**config.mk**
```make
export PLATFORM = sky130hd
export DESIGN_NAME = zx_ioctl_loader
export DESIGN_NICKNAME = d
export VERILOG_FILES = /design/src/rtl/zx_loader_pkg.sv /design/src/rtl/zx_loader_fifo.sv /design/src/rtl/zx_ioctl_loader.sv
export SDC_FILE = /design/constraint.sdc
export NUM_CORES = 1
export LEC_CHECK = 0
export ABC_AREA = 1
export BUFFER_PORTS_ARGS = -buffer_cell sky130_fd_sc_hd__buf_2
export CORE_MARGIN = 1
export CORE_UTILIZATION = 42
export CTS_BUF_LIST = sky130_fd_sc_hd__clkbuf_8
export DETAILED_ROUTE_END_ITERATION = 10
export PLACE_DENSITY = 0.7
export SLEW_MARGIN = 25
export SYNTH_ARGS = -nofsm -noshare
export SYNTH_HDL_FRONTEND = slang
export SYNTH_SLANG_ARGS = --single-unit
```
**constraint.sdc**
```tcl
create_clock -name clk_sys -period 5.4 [get_ports clk_sys]
set_clock_uncertainty 0.15 [all_clocks]
set_input_delay 0.54 -clock clk_sys [delete_from_list [all_inputs] [get_ports clk_sys]]
set_output_delay 0.54 -clock clk_sys [all_outputs]
set_load 0.01 [all_outputs]
```
**src/rtl/zx_loader_pkg.sv**
```systemverilog
// Shared definitions for the ZX80/ZX81 ioctl loader: file types, E_LINE
// header offsets and the loader state encoding.
package zx_loader_pkg;

   // File type as carried in ioctl_index[2:0]
   localparam logic [2:0] FT_ROM = 3'd0;
   localparam logic [2:0] FT_P   = 3'd1;
   localparam logic [2:0] FT_O   = 3'd2;

   // File offsets of the E_LINE system variable inside the tape image
   localparam logic [26:0] P_ELINE_LO = 27'h00B;
   localparam logic [26:0] P_ELINE_HI = 27'h00C;
   localparam logic [26:0] O_ELINE_LO = 27'h00A;
   localparam logic [26:0] O_ELINE_HI = 27'h00B;

   typedef enum logic [1:0] {
      ST_IDLE  = 2'd0,
      ST_LOAD  = 2'd1,
      ST_FLUSH = 2'd2,
      ST_DONE  = 2'd3
   } state_t;

   // .p and .o images carry an E_LINE header; ROM images do not
   function automatic logic is_prog_type(input logic [2:0] t);
      return (t == FT_P) || (t == FT_O);
   endfunction

   function automatic logic [26:0] eline_lo_ofs(input logic [2:0] t);
      return (t == FT_P) ? P_ELINE_LO : O_ELINE_LO;
   endfunction

   function automatic logic [26:0] eline_hi_ofs(input logic [2:0] t);
      return (t == FT_P) ? P_ELINE_HI : O_ELINE_HI;
   endfunction

endpackage

```
**src/rtl/zx_loader_fifo.sv**
```systemverilog
// Small synchronous FIFO between the ioctl byte stream and the memory port.
// The head entry is visible combinationally so a byte pushed into an empty
// FIFO is presented on the memory port on the following cycle. A push is
// accepted while full when a pop happens in the same cycle.
module zx_loader_fifo #(
   parameter int DEPTH = 4,
   parameter int WIDTH = 24
) (
   input  logic             clk_sys,
   input  logic             reset,
   input  logic             clr,
   input  logic             push,
   input  logic [WIDTH-1:0] push_data,
   input  logic             pop,
   output logic [WIDTH-1:0] head,
   output logic             full,
   output logic             empty
);

   localparam int AW = $clog2(DEPTH);

   logic [WIDTH-1:0] mem_q [DEPTH];
   logic [AW:0]      wr_ptr_q, wr_ptr_d;
   logic [AW:0]      rd_ptr_q, rd_ptr_d;
   logic             do_push, do_pop;

   // Extra pointer bit distinguishes full from empty when indices match
   assign empty = (wr_ptr_q == rd_ptr_q);
   assign full  = (wr_ptr_q[AW] != rd_ptr_q[AW]) &&
                  (wr_ptr_q[AW-1:0] == rd_ptr_q[AW-1:0]);
   assign head  = mem_q[rd_ptr_q[AW-1:0]];

   // Accept/advance decisions; a pop frees the slot a full-FIFO push needs
   always_comb begin
      do_pop   = pop & ~empty;
      do_push  = push & (~full | do_pop);
      wr_ptr_d = wr_ptr_q + {{AW{1'b0}}, do_push};
      rd_ptr_d = rd_ptr_q + {{AW{1'b0}}, do_pop};
      if (clr) begin
         wr_ptr_d = '0;
         rd_ptr_d = '0;
      end
   end

   // Pointer registers
   always_ff @(posedge clk_sys) begin
      if (reset) begin
         wr_ptr_q <= '0;
         rd_ptr_q <= '0;
      end else begin
         wr_ptr_q <= wr_ptr_d;
         rd_ptr_q <= rd_ptr_d;
      end
   end

   // Storage; contents need no reset since the pointers define validity
   always_ff @(posedge clk_sys) begin
      if (do_push && !clr)
         mem_q[wr_ptr_q[AW-1:0]] <= push_data;
   end

endmodule

```
**src/rtl/zx_ioctl_loader.sv**
```systemverilog
// ZX80/ZX81 ioctl download loader. Maps incoming file bytes to Z80
// addresses by file type, buffers them, writes them through a req/ack
// memory port while holding the CPU, and reports length/error/completion.
// The ioctl stream cannot be throttled, so overflow is flagged, not stalled.
module zx_ioctl_loader
   import zx_loader_pkg::*;
#(
   parameter int          FIFO_DEPTH = 4,
   parameter logic [15:0] ROM_BASE   = 16'h0000,
   parameter logic [15:0] ROM_MAX    = 16'h2000,
   parameter logic [15:0] P_BASE     = 16'h4009,
   parameter logic [15:0] O_BASE     = 16'h4000
) (
   input  logic        clk_sys,
   input  logic        reset,
   input  logic        ioctl_download,
   input  logic [15:0] ioctl_index,
   input  logic        ioctl_wr,
   input  logic [26:0] ioctl_addr,
   input  logic [7:0]  ioctl_dout,
   output logic        mem_we,
   output logic [15:0] mem_addr,
   output logic [7:0]  mem_data,
   input  logic        mem_ack,
   output logic        cpu_hold,
   output logic [1:0]  load_type,
   output logic [15:0] load_len,
   output logic        load_done,
   output logic        load_err
);

   state_t      state_q, state_d;
   logic        dl_prev_q;
   logic [2:0]  type_q, type_d;
   logic [1:0]  load_type_q, load_type_d;
   logic [15:0] load_len_q, load_len_d;
   logic        load_err_q, load_err_d;
   logic [15:0] eline_q, eline_d;
   logic        eline_lo_q, eline_lo_d;
   logic        eline_hi_q, eline_hi_d;
   logic [15:0] hi_tgt_q, hi_tgt_d;

   logic        dl_rise, dl_fall;
   logic [15:0] base;
   logic [15:0] target;
   logic        prog_type, type_ok;
   logic        hit_lo, hit_hi;
   logic        byte_drop;
   logic        fifo_clr, fifo_push, fifo_pop;
   logic        fifo_full, fifo_empty;
   logic [23:0] fifo_head;
   logic        unused_index;

   assign unused_index = ^ioctl_index[15:3];

   assign dl_rise   = ioctl_download & ~dl_prev_q;
   assign dl_fall   = ~ioctl_download & dl_prev_q;
   assign prog_type = is_prog_type(type_q);
   assign type_ok   = (type_q <= FT_O);
   assign target    = base + ioctl_addr[15:0];
   assign hit_lo    = prog_type && (ioctl_addr == eline_lo_ofs(type_q));
   assign hit_hi    = prog_type && (ioctl_addr == eline_hi_ofs(type_q));

   // Load base address for the latched file type
   always_comb begin
      base = ROM_BASE;
      case (type_q)
         FT_P:    base = P_BASE;
         FT_O:    base = O_BASE;
         default: base = ROM_BASE;
      endcase
   end

   // Bytes that fall outside the image's valid window are discarded
   always_comb begin
      byte_drop = 1'b0;
      if (!type_ok)
         byte_drop = 1'b1;
      if (ioctl_addr[26:16] != 11'd0)
         byte_drop = 1'b1;
      if ((type_q == FT_ROM) && (ioctl_addr[15:0] >= ROM_MAX))
         byte_drop = 1'b1;
      if (prog_type && eline_lo_q && eline_hi_q && (target >= eline_q))
         byte_drop = 1'b1;
   end

   // Memory port is driven straight from the FIFO head; reset kills it at once
   assign mem_we   = ~fifo_empty & ~reset;
   assign mem_addr = fifo_head[23:8];
   assign mem_data = fifo_head[7:0];
   assign fifo_pop = mem_we & mem_ack;

   assign cpu_hold  = (state_q == ST_LOAD) || (state_q == ST_FLUSH);
   assign load_done = (state_q == ST_DONE);
   assign load_type = load_type_q;
   assign load_len  = load_len_q;
   assign load_err  = load_err_q;

   // Next-state and session bookkeeping
   always_comb begin
      state_d     = state_q;
      type_d      = type_q;
      load_type_d = load_type_q;
      load_len_d  = load_len_q;
      load_err_d  = load_err_q;
      eline_d     = eline_q;
      eline_lo_d  = eline_lo_q;
      eline_hi_d  = eline_hi_q;
      hi_tgt_d    = hi_tgt_q;
      fifo_clr    = 1'b0;
      fifo_push   = 1'b0;

      if (fifo_pop && (load_len_q != 16'hFFFF))
         load_len_d = load_len_q + 16'd1;

      case (state_q)
         ST_IDLE: begin
            if (dl_rise) begin
               state_d     = ST_LOAD;
               type_d      = ioctl_index[2:0];
               load_type_d = ioctl_index[1:0];
               load_len_d  = 16'd0;
               load_err_d  = (ioctl_index[2:0] > FT_O);
               eline_d     = 16'd0;
               eline_lo_d  = 1'b0;
               eline_hi_d  = 1'b0;
               hi_tgt_d    = 16'd0;
               fifo_clr    = 1'b1;
            end
         end

         ST_LOAD: begin
            if (ioctl_wr) begin
               fifo_push = ~byte_drop;
               if (!byte_drop && fifo_full && !fifo_pop)
                  load_err_d = 1'b1;
               if (hit_lo) begin
                  eline_d[7:0] = ioctl_dout;
                  eline_lo_d   = 1'b1;
               end
               if (hit_hi) begin
                  eline_d[15:8] = ioctl_dout;
                  eline_hi_d    = 1'b1;
                  hi_tgt_d      = target;
               end
               // E_LINE must lie beyond the header byte that holds it
               if ((hit_lo || hit_hi) && eline_lo_d && eline_hi_d &&
                   ({1'b0, eline_d} < ({1'b0, hi_tgt_d} + 17'd1)))
                  load_err_d = 1'b1;
            end
            if (dl_fall) begin
               state_d = ST_FLUSH;
               if (prog_type && !(eline_lo_d && eline_hi_d))
                  load_err_d = 1'b1;
            end
         end

         ST_FLUSH: begin
            if (ioctl_wr)
               load_err_d = 1'b1;
            if (fifo_empty)
               state_d = ST_DONE;
         end

         ST_DONE: state_d = ST_IDLE;

         default: state_d = ST_IDLE;
      endcase
   end

   // State and session registers
   always_ff @(posedge clk_sys) begin
      if (reset) begin
         state_q     <= ST_IDLE;
         dl_prev_q   <= 1'b0;
         type_q      <= FT_ROM;
         load_type_q <= 2'd0;
         load_len_q  <= 16'd0;
         load_err_q  <= 1'b0;
         eline_q     <= 16'd0;
         eline_lo_q  <= 1'b0;
         eline_hi_q  <= 1'b0;
         hi_tgt_q    <= 16'd0;
      end else begin
         state_q     <= state_d;
         dl_prev_q   <= ioctl_download;
         type_q      <= type_d;
         load_type_q <= load_type_d;
         load_len_q  <= load_len_d;
         load_err_q  <= load_err_d;
         eline_q     <= eline_d;
         eline_lo_q  <= eline_lo_d;
         eline_hi_q  <= eline_hi_d;
         hi_tgt_q    <= hi_tgt_d;
      end
   end

   zx_loader_fifo #(
      .DEPTH (FIFO_DEPTH),
      .WIDTH (24)
   ) u_fifo (
      .clk_sys   (clk_sys),
      .reset     (reset),
      .clr       (fifo_clr),
      .push      (fifo_push),
      .push_data ({target, ioctl_dout}),
      .pop       (fifo_pop),
      .head      (fifo_head),
      .full      (fifo_full),
      .empty     (fifo_empty)
   );

endmodule

```
**After elaboration in Yosys (flattened, before gate mapping)**

Memories as Yosys holds them, arrays and structs flattened. A register that Yosys moved wholly into a read port is not among the register bits.
Cells that the tools add are included.

- Magnitude comparators: 5
- Bitwise operators: 13
- Eq/ne operators: 16
- Muxes and demuxes: 56
- Reductions and logical operators: 34
- Add/sub/neg operators: 5

Operators with widths:

| operator | count |
|---|---|
| 16-bit two-way mux | 9 |
| 16-bit one-hot mux with 2 select lines | 2 |
| 27-bit by 4-bit equality test with 1-bit output | 2 |
| 8-bit two-way mux | 6 |
| 15-bit one-hot mux with 2 select lines | 1 |
| 1-bit two-way mux | 29 |
| 16-bit by 1-bit adder with 17-bit output (second input constant) | 1 |
| 16-bit by 17-bit less-than comparator with 1-bit output | 1 |
| 16-bit by 1-bit adder with 16-bit output (second input constant) | 1 |
| 16-bit adder | 1 |
| 16-bit by 14-bit >= comparator with 1-bit output (second input constant) | 1 |
| 16-bit >= comparator | 1 |
| 1-bit logical AND | 16 |
| 16-bit != test (second input constant) | 1 |
| 11-bit nonzero test | 1 |
| 3-bit AND reduction | 3 |
| 2-bit two-way mux | 4 |
| 2-bit != test (second input constant) | 4 |
| 2-bit one-hot mux with 4 select lines | 1 |
| 3-bit by 1-bit adder with 3-bit output | 2 |
| 1-bit AND | 6 |
| 1-bit NOT | 6 |
| 2-bit equality test (second input constant) | 2 |
| 1-bit logical NOT | 4 |
| 20 further kinds | 24 |

- Output and inout port bits: 46
- Register bits: 65
- Memories: 1
- Bits in writable memories: 96

Memories:

| name | words | width | read ports | clocked after memory_dff | wr ports | RTL line | source |
|---|---|---|---|---|---|---|---|
| u_fifo.mem_q | 4 | 24 | 1 | 1 | 1 | zx_loader_fifo.sv:22 | `logic [WIDTH-1:0] mem_q [DEPTH];` |

**Logic depth before layout (Yosys ltp)**

- Word-level depth: 15
- Mapped depth: 35
- Mapped depth without buffers: 35

**Hierarchy**

From an unflattened synthesis, not the netlist that was laid out.

- Cells, all modules: 969
- Area, all modules: 8,438.1 um2

Modules (own cells, without submodules):

| module | seq. area each (um2) | area an instance (um2) | cells each | instances |
|---|---|---|---|---|
| zx_ioctl_loader | 1,141.1 | 4,440.5 | 681 | 1 |
| zx_loader_fifo | 3,002.9 | 3,997.6 | 288 | 1 |

**Least setup slack after synthesis**

No wires, ideal clock.

- Kind: register to register
- From: register type_q[1]
- To: memory u_fifo.mem_q[2][0], enable pin
- Stages on the path, launching flop included: 25
- Required time: 4,815 ps
- Data arrival time: 4,442 ps
- Buffers on the path: 0
- Period minus slack after synthesis: 5,027 ps
- Slack: 373 ps
- Library setup time: 435 ps
- Cells stage by stage: dfxtp_1 nor2_4 nand2_8 nor2_4 ha_1 nand2_1 nand2_1 nand2_1 nor2_1 nand2_1 nor2_1 xor2_1 inv_1 ha_1 nand2_1 inv_1 nand3_1 inv_1 a21oi_1 nand3_1 nand4_1 o2111ai_1 nor2_1 nand2_1 nor3_1

- Cells in the longest elaborated chain, start to end: 13
- Elaborated cells between the ends (all ways): 23
- Classes of those cells: add/sub (1); order compare (2); eq/ne (2); mux (9); bitwise (2); reduce/logical (7)

Ends and longest elaborated chain:

| what | RTL line | source |
|---|---|---|
| from (decl) | zx_ioctl_loader.sv:34 | `logic [2:0] type_q, type_d;` |
| from (signal assigned) | zx_ioctl_loader.sv:187 | `type_q <= type_d;` |
| 3-bit by 2-bit equality test with 1-bit output / 3-bit by 1-bit equality test with 1-bit output (equally long branches) | zx_ioctl_loader.sv:67 | `case (type_q)` |
| 15-bit one-hot mux with 2 select lines (*) | zx_ioctl_loader.sv:67 |  |
| 16-bit adder (*) | zx_ioctl_loader.sv:60 | `assign target = base + ioctl_addr[15:0];` |
| named net target[14] | zx_ioctl_loader.sv:45 | `logic [15:0] target;` |
| 16-bit >= comparator (*) | zx_ioctl_loader.sv:83 | `if (prog_type && eline_lo_q && eline_hi_q && (target >= eline_q))` |
| 1-bit logical AND (*) | zx_ioctl_loader.sv:83 |  |
| 1-bit two-way mux (*) | zx_ioctl_loader.sv:83 |  |
| 1-bit NOT (*) | zx_ioctl_loader.sv:134 | `fifo_push = ~byte_drop;` |
| 1-bit two-way mux (*) | zx_ioctl_loader.sv:133 | `if (ioctl_wr) begin` |
| 1-bit two-way mux (*) | zx_ioctl_loader.sv:116 | `case (state_q)` |
| 1-bit AND (*) | zx_loader_fifo.sv:36 | `do_push = push & (~full \| do_pop);` |
| 1-bit logical AND (*) | zx_loader_fifo.sv:58 | `if (do_push && !clr)` |
| 1-bit two-way mux (*) | zx_loader_fifo.sv:58 |  |
| 1-bit two-way mux (not written as such) (*) | zx_loader_fifo.sv:59 | `mem_q[wr_ptr_q[AW-1:0]] <= push_data;` |
| to (decl) | zx_loader_fifo.sv:22 |  |

Mark *: on every way through the listed nets, which the timed path passes. The rest lies on a longest branch.

**Worst setup path after layout**

- From: register type_q[1]
- To: memory u_fifo.mem_q[0][14], enable pin

The elaborated chain is that of the path after synthesis.

==> flow_metrics.env <==
export IMPL_power_switching_fraction_pct=32.4
export IMPL_hold_violations=0
export IMPL_post_synth_and_or_nand_nor_area_fraction_pct=20.8
export IMPL_cell_with_the_most_instances_after_synthesis="sky130_fd_sc_hd__nand2_1"
export IMPL_outcome="finished clean"
export IMPL_power_density_nw_per_um2=282
export IMPL_fraction_of_power_consumed_by_sequential_logic_pct=50.5
export IMPL_class_of_the_worst_hold_path="in2reg"
export IMPL_syn_to_final_growth_pct=13.0
export IMPL_required_ns=5.38
export IMPL_worstPathMaxFanout=24
export IMPL_p_leak_nw=3.71
export IMPL_wire_per_inst_um=13.9
export IMPL_post_cts_buffers=0
export IMPL_gpl_final_weighted_congestion=0.822
export IMPL_net_switching_power_mw=0.856
export IMPL_design_die_area_um2=20300
export IMPL_cts_tree="done"
export IMPL_area_share_of_the_largest_cell_type_after_synthesis_pct=34.7
export IMPL_drive_gt1_share_pct=16.4
export IMPL_track_usage_pct=18.7
export IMPL_antenna_cells_inserted=0
export IMPL_yosysWarnings=0
export IMPL_ctsLongestPathBuffers=2
export IMPL_drt_pass1_iter_count=5
export IMPL_detailed_place_hpwl_mm=13.0
export IMPL_yosysTopAreaCell="sky130_fd_sc_hd__edfxtp_1"
export IMPL_critPathKind="reg2reg"
export IMPL_clock_power_share_pct=31.9
export IMPL_fin_setup_tns_ns=0
export IMPL_synth_xor_xnor_area_share_pct=4.02
export IMPL_die_width_um=143
export IMPL_floorplan_initialDensity_pct=42.8
export IMPL_rsz0062_at_grt="no"
export IMPL_grt_pass1_vias=5903
export IMPL_cts_num_sinks=159
export IMPL_path_clk_slew_ns=0.10
export IMPL_dominant_register_cell_in_the_synthesized_netlist="sky130_fd_sc_hd__edfxtp_1"
export IMPL_finalPower_mw=2.64
export IMPL_synth_adder_area_share_pct=6.48
export IMPL_clk_latency_worst_skew_pair_ns=0.47
export IMPL_synth_seq_area_share_pct=49.9
export IMPL_ys_async_sr_fraction_pct=0
export IMPL_setup_reg_to_reg_worst_slack_ns=0.93
export IMPL_synth_cell_types=47
export IMPL_netlist_instances=957
export IMPL_post_cts_hold_buffer_count=0
export IMPL_pwr_share_comb_pct=17.6
export IMPL_max_slew_margin_rel_pct=35.9
export IMPL_intPower_mw=1.79
export IMPL_synth_top_family_by_area="simple AND/OR/NAND/NOR gates"
export IMPL_grt_antenna_before_repair=1
export IMPL_critical_path_startpoint_type="register"
export IMPL_drc_errors=0
export IMPL_synth_ff_latch_count=159
export IMPL_floorplan_io_pins=102
export IMPL_clock_root_buffer="sky130_fd_sc_hd__clkbuf_8"
export IMPL_dieHeight_um=143
export IMPL_first_iter_violations=412
export IMPL_cts_htree_levels=4
export IMPL_power_ir_vdd_worst_mv=0.159
export IMPL_setup_viol=0
export IMPL_cp_arrival_ns=4.44
export IMPL_placeableCoreArea_um2=19400
export IMPL_final_period_utilization_pct=82.7
export IMPL_layout_nets=1137
export IMPL_synth_area_in_compound_gates_pct=12.1
export IMPL_grt_max_degree=51
export IMPL_synth_avg_cell_area_um2=8.67
export IMPL_post_cts_resized_instances=0
export IMPL_via_per_inst=4.96
export IMPL_post_route_worst_setup_slack_ns=0.935
export IMPL_ant_nets=0
export IMPL_synth_edf_count=96
export IMPL_port_buffer_cells=88
export IMPL_proportion_of_synthesized_area_in_mux_cells_pct=0
export IMPL_fmax_ghz=0.224
export IMPL_finalNonFillerCells=1316
export IMPL_report_final_slew_viol_count=0
export IMPL_syn_area_um2=8300
export IMPL_grt_pass1_wl_mm=28.9
export IMPL_post_place_cells=1284
export IMPL_synth_area_top_cells="sky130_fd_sc_hd__edfxtp_1 35%, sky130_fd_sc_hd__dfxtp_1 15%, sky130_fd_sc_hd__nand2_1 8.6%"
export IMPL_cts_made_buffers=17
export IMPL_global_route_overflow_total=0
export IMPL_timing_final_crit_period_ns=4.47
export IMPL_row_count=51
export IMPL_detailroute_via_count=6521
export IMPL_net_count_after_synthesis=1056
export IMPL_routed_wl_mm=18.4
export IMPL_slew_at_the_pin_closest_to_its_max_slew_limit_ns=0.956
export IMPL_worst_setup_path_end_kind="register"
export IMPL_place_worst_setup_slack_ns=0.796
export IMPL_yosys_top_cells_count="190 x sky130_fd_sc_hd__nand2_1, 123 x sky130_fd_sc_hd__nor2_1, 103 x sky130_fd_sc_hd__inv_1"
export IMPL_timing_max_cap_violations=0
[area by class of cell]
class                           instances  area [µm²]
Clock buffer                           17         234
Clock inverter                         15         148
Fill cell                            1941       10000
Inverter                              108         410
Multi-Input combinational cell        657        3620
Sequential cell                       159        4140
Tap cell                              265         332
Timing Repair Buffer                   95         493
[state kept, by name (all words and copies together), names as in the netlist, 2 cells and up]
signal and count:
eline_q 16, hi_tgt_q 16, load_len 16, state_q 2, type_q 3, u_fifo.mem_q 96
u_fifo.rd_ptr_q 3, u_fifo.wr_ptr_q 3
[path summary, 6_finish.rpt]
check	to	cells after the start	from
worst max register to register	u_fifo.mem_q[0][14]$_DFFE_PP_	21	type_q[1]$_SDFFE_PP0P_
worst max-delay path	u_fifo.mem_q[0][14]$_DFFE_PP_	21	type_q[1]$_SDFFE_PP0P_
worst min-delay path	u_fifo.mem_q[3][6]$_DFFE_PP_	1	ioctl_dout[6]
worst min register to register	hi_tgt_q[14]$_SDFFE_PP0P_	2	hi_tgt_q[14]$_SDFFE_PP0P_
[routing by layer]
layer | track usage [%] | vias to the layer above | wire length (µm)
li1 | - | 3347 | -
met1 | 22.2 | 3012 | 8300
met2 | 32.7 | 135 | 8910
met3 | 3.97 | 25 | 786
met4 | 7.47 | 2 | 343
met5 | 0 | - | 12
[cell usage in the layout (no fill, tap or decap), types with 4 or more instances in the layout]
cell type	netlist	layout
sky130_fd_sc_hd__nand2_1	190	190
sky130_fd_sc_hd__buf_4	2	7
sky130_fd_sc_hd__o22ai_1	24	24
sky130_fd_sc_hd__nor2_2	7	10
sky130_fd_sc_hd__dfxtp_1	63	63
sky130_fd_sc_hd__ha_1	43	43
sky130_fd_sc_hd__buf_2	1	88
sky130_fd_sc_hd__a211oi_1	4	4
sky130_fd_sc_hd__nand2_2	6	6
sky130_fd_sc_hd__xnor2_1	11	11
sky130_fd_sc_hd__clkbuf_8	0	17
sky130_fd_sc_hd__o21ai_0	75	75
sky130_fd_sc_hd__edfxtp_1	96	96
sky130_fd_sc_hd__nor2_4	5	5
sky130_fd_sc_hd__nor3_1	19	17
sky130_fd_sc_hd__xor2_1	24	24
sky130_fd_sc_hd__inv_6	0	4
sky130_fd_sc_hd__a21oi_1	66	66
sky130_fd_sc_hd__nand3_1	18	18
sky130_fd_sc_hd__inv_2	4	4
sky130_fd_sc_hd__nor2_1	123	120
sky130_fd_sc_hd__and3_1	4	4
sky130_fd_sc_hd__nand4_1	6	6
sky130_fd_sc_hd__inv_8	0	4
sky130_fd_sc_hd__inv_1	103	102
[power groups by stage]
stage          registers [mW]  clock network [mW]  logic, mW
2_1_floorplan            1.36                   0      0.331
3_3_place_gp             1.36                   0      0.453
3_5_place_dp             1.36                   0      0.464
4_1_cts                  1.33               0.860      0.466
5_1_grt                  1.34               0.907      0.527
6_report                 1.33               0.844      0.466
[metrics by stage]
stage          hold WS, ns  instance area [µm²]  util (%)
3_3_place_gp         0.300                 9000      46.4
2_1_floorplan        0.291                 8300         -
4_1_cts              0.113                 9380      48.4
6_report             0.139                 9380      48.4
5_1_grt              0.129                 9380      48.4
3_5_place_dp         0.304                 9000      46.4
[worst max-delay path, cell delays in order, from the launching register on]
cell,delay (ns)
sky130_fd_sc_hd__dfxtp_1,0.38
sky130_fd_sc_hd__nor2_4,0.18
sky130_fd_sc_hd__nand2_8,0.11
sky130_fd_sc_hd__nor2_4,0.12
sky130_fd_sc_hd__nand3_1,0.11
sky130_fd_sc_hd__nand2_1,0.07
sky130_fd_sc_hd__nand2_1,0.08
sky130_fd_sc_hd__nor2_1,0.21
sky130_fd_sc_hd__nand2_1,0.14
sky130_fd_sc_hd__nor2_1,0.13
sky130_fd_sc_hd__xor2_1,0.49
sky130_fd_sc_hd__ha_1,0.36
sky130_fd_sc_hd__a21oi_1,0.13
sky130_fd_sc_hd__o21ai_0,0.10
sky130_fd_sc_hd__a21oi_1,0.13
sky130_fd_sc_hd__nand3_1,0.15
sky130_fd_sc_hd__nand4_1,0.11
sky130_fd_sc_hd__o2111ai_1,0.12
sky130_fd_sc_hd__nor2_1,0.22
sky130_fd_sc_hd__nand2_1,0.13
sky130_fd_sc_hd__nor3_2,0.11
sky130_fd_sc_hd__buf_4,0.36
[cell families (layout without fill, tap and decap cells)]
kind of cell | after synthesis | count (layout)
XOR/XNOR | 36 | 36
AO/OA/AOI/OAI | 183 | 183
flip-flops | 159 | 159
AND/OR/NAND/NOR | 395 | 395
buffers and inverters | 141 | 235
adder cells (fa/ha/maj) | 43 | 43
No activity file was read; power rests on OpenSTA's default activity.
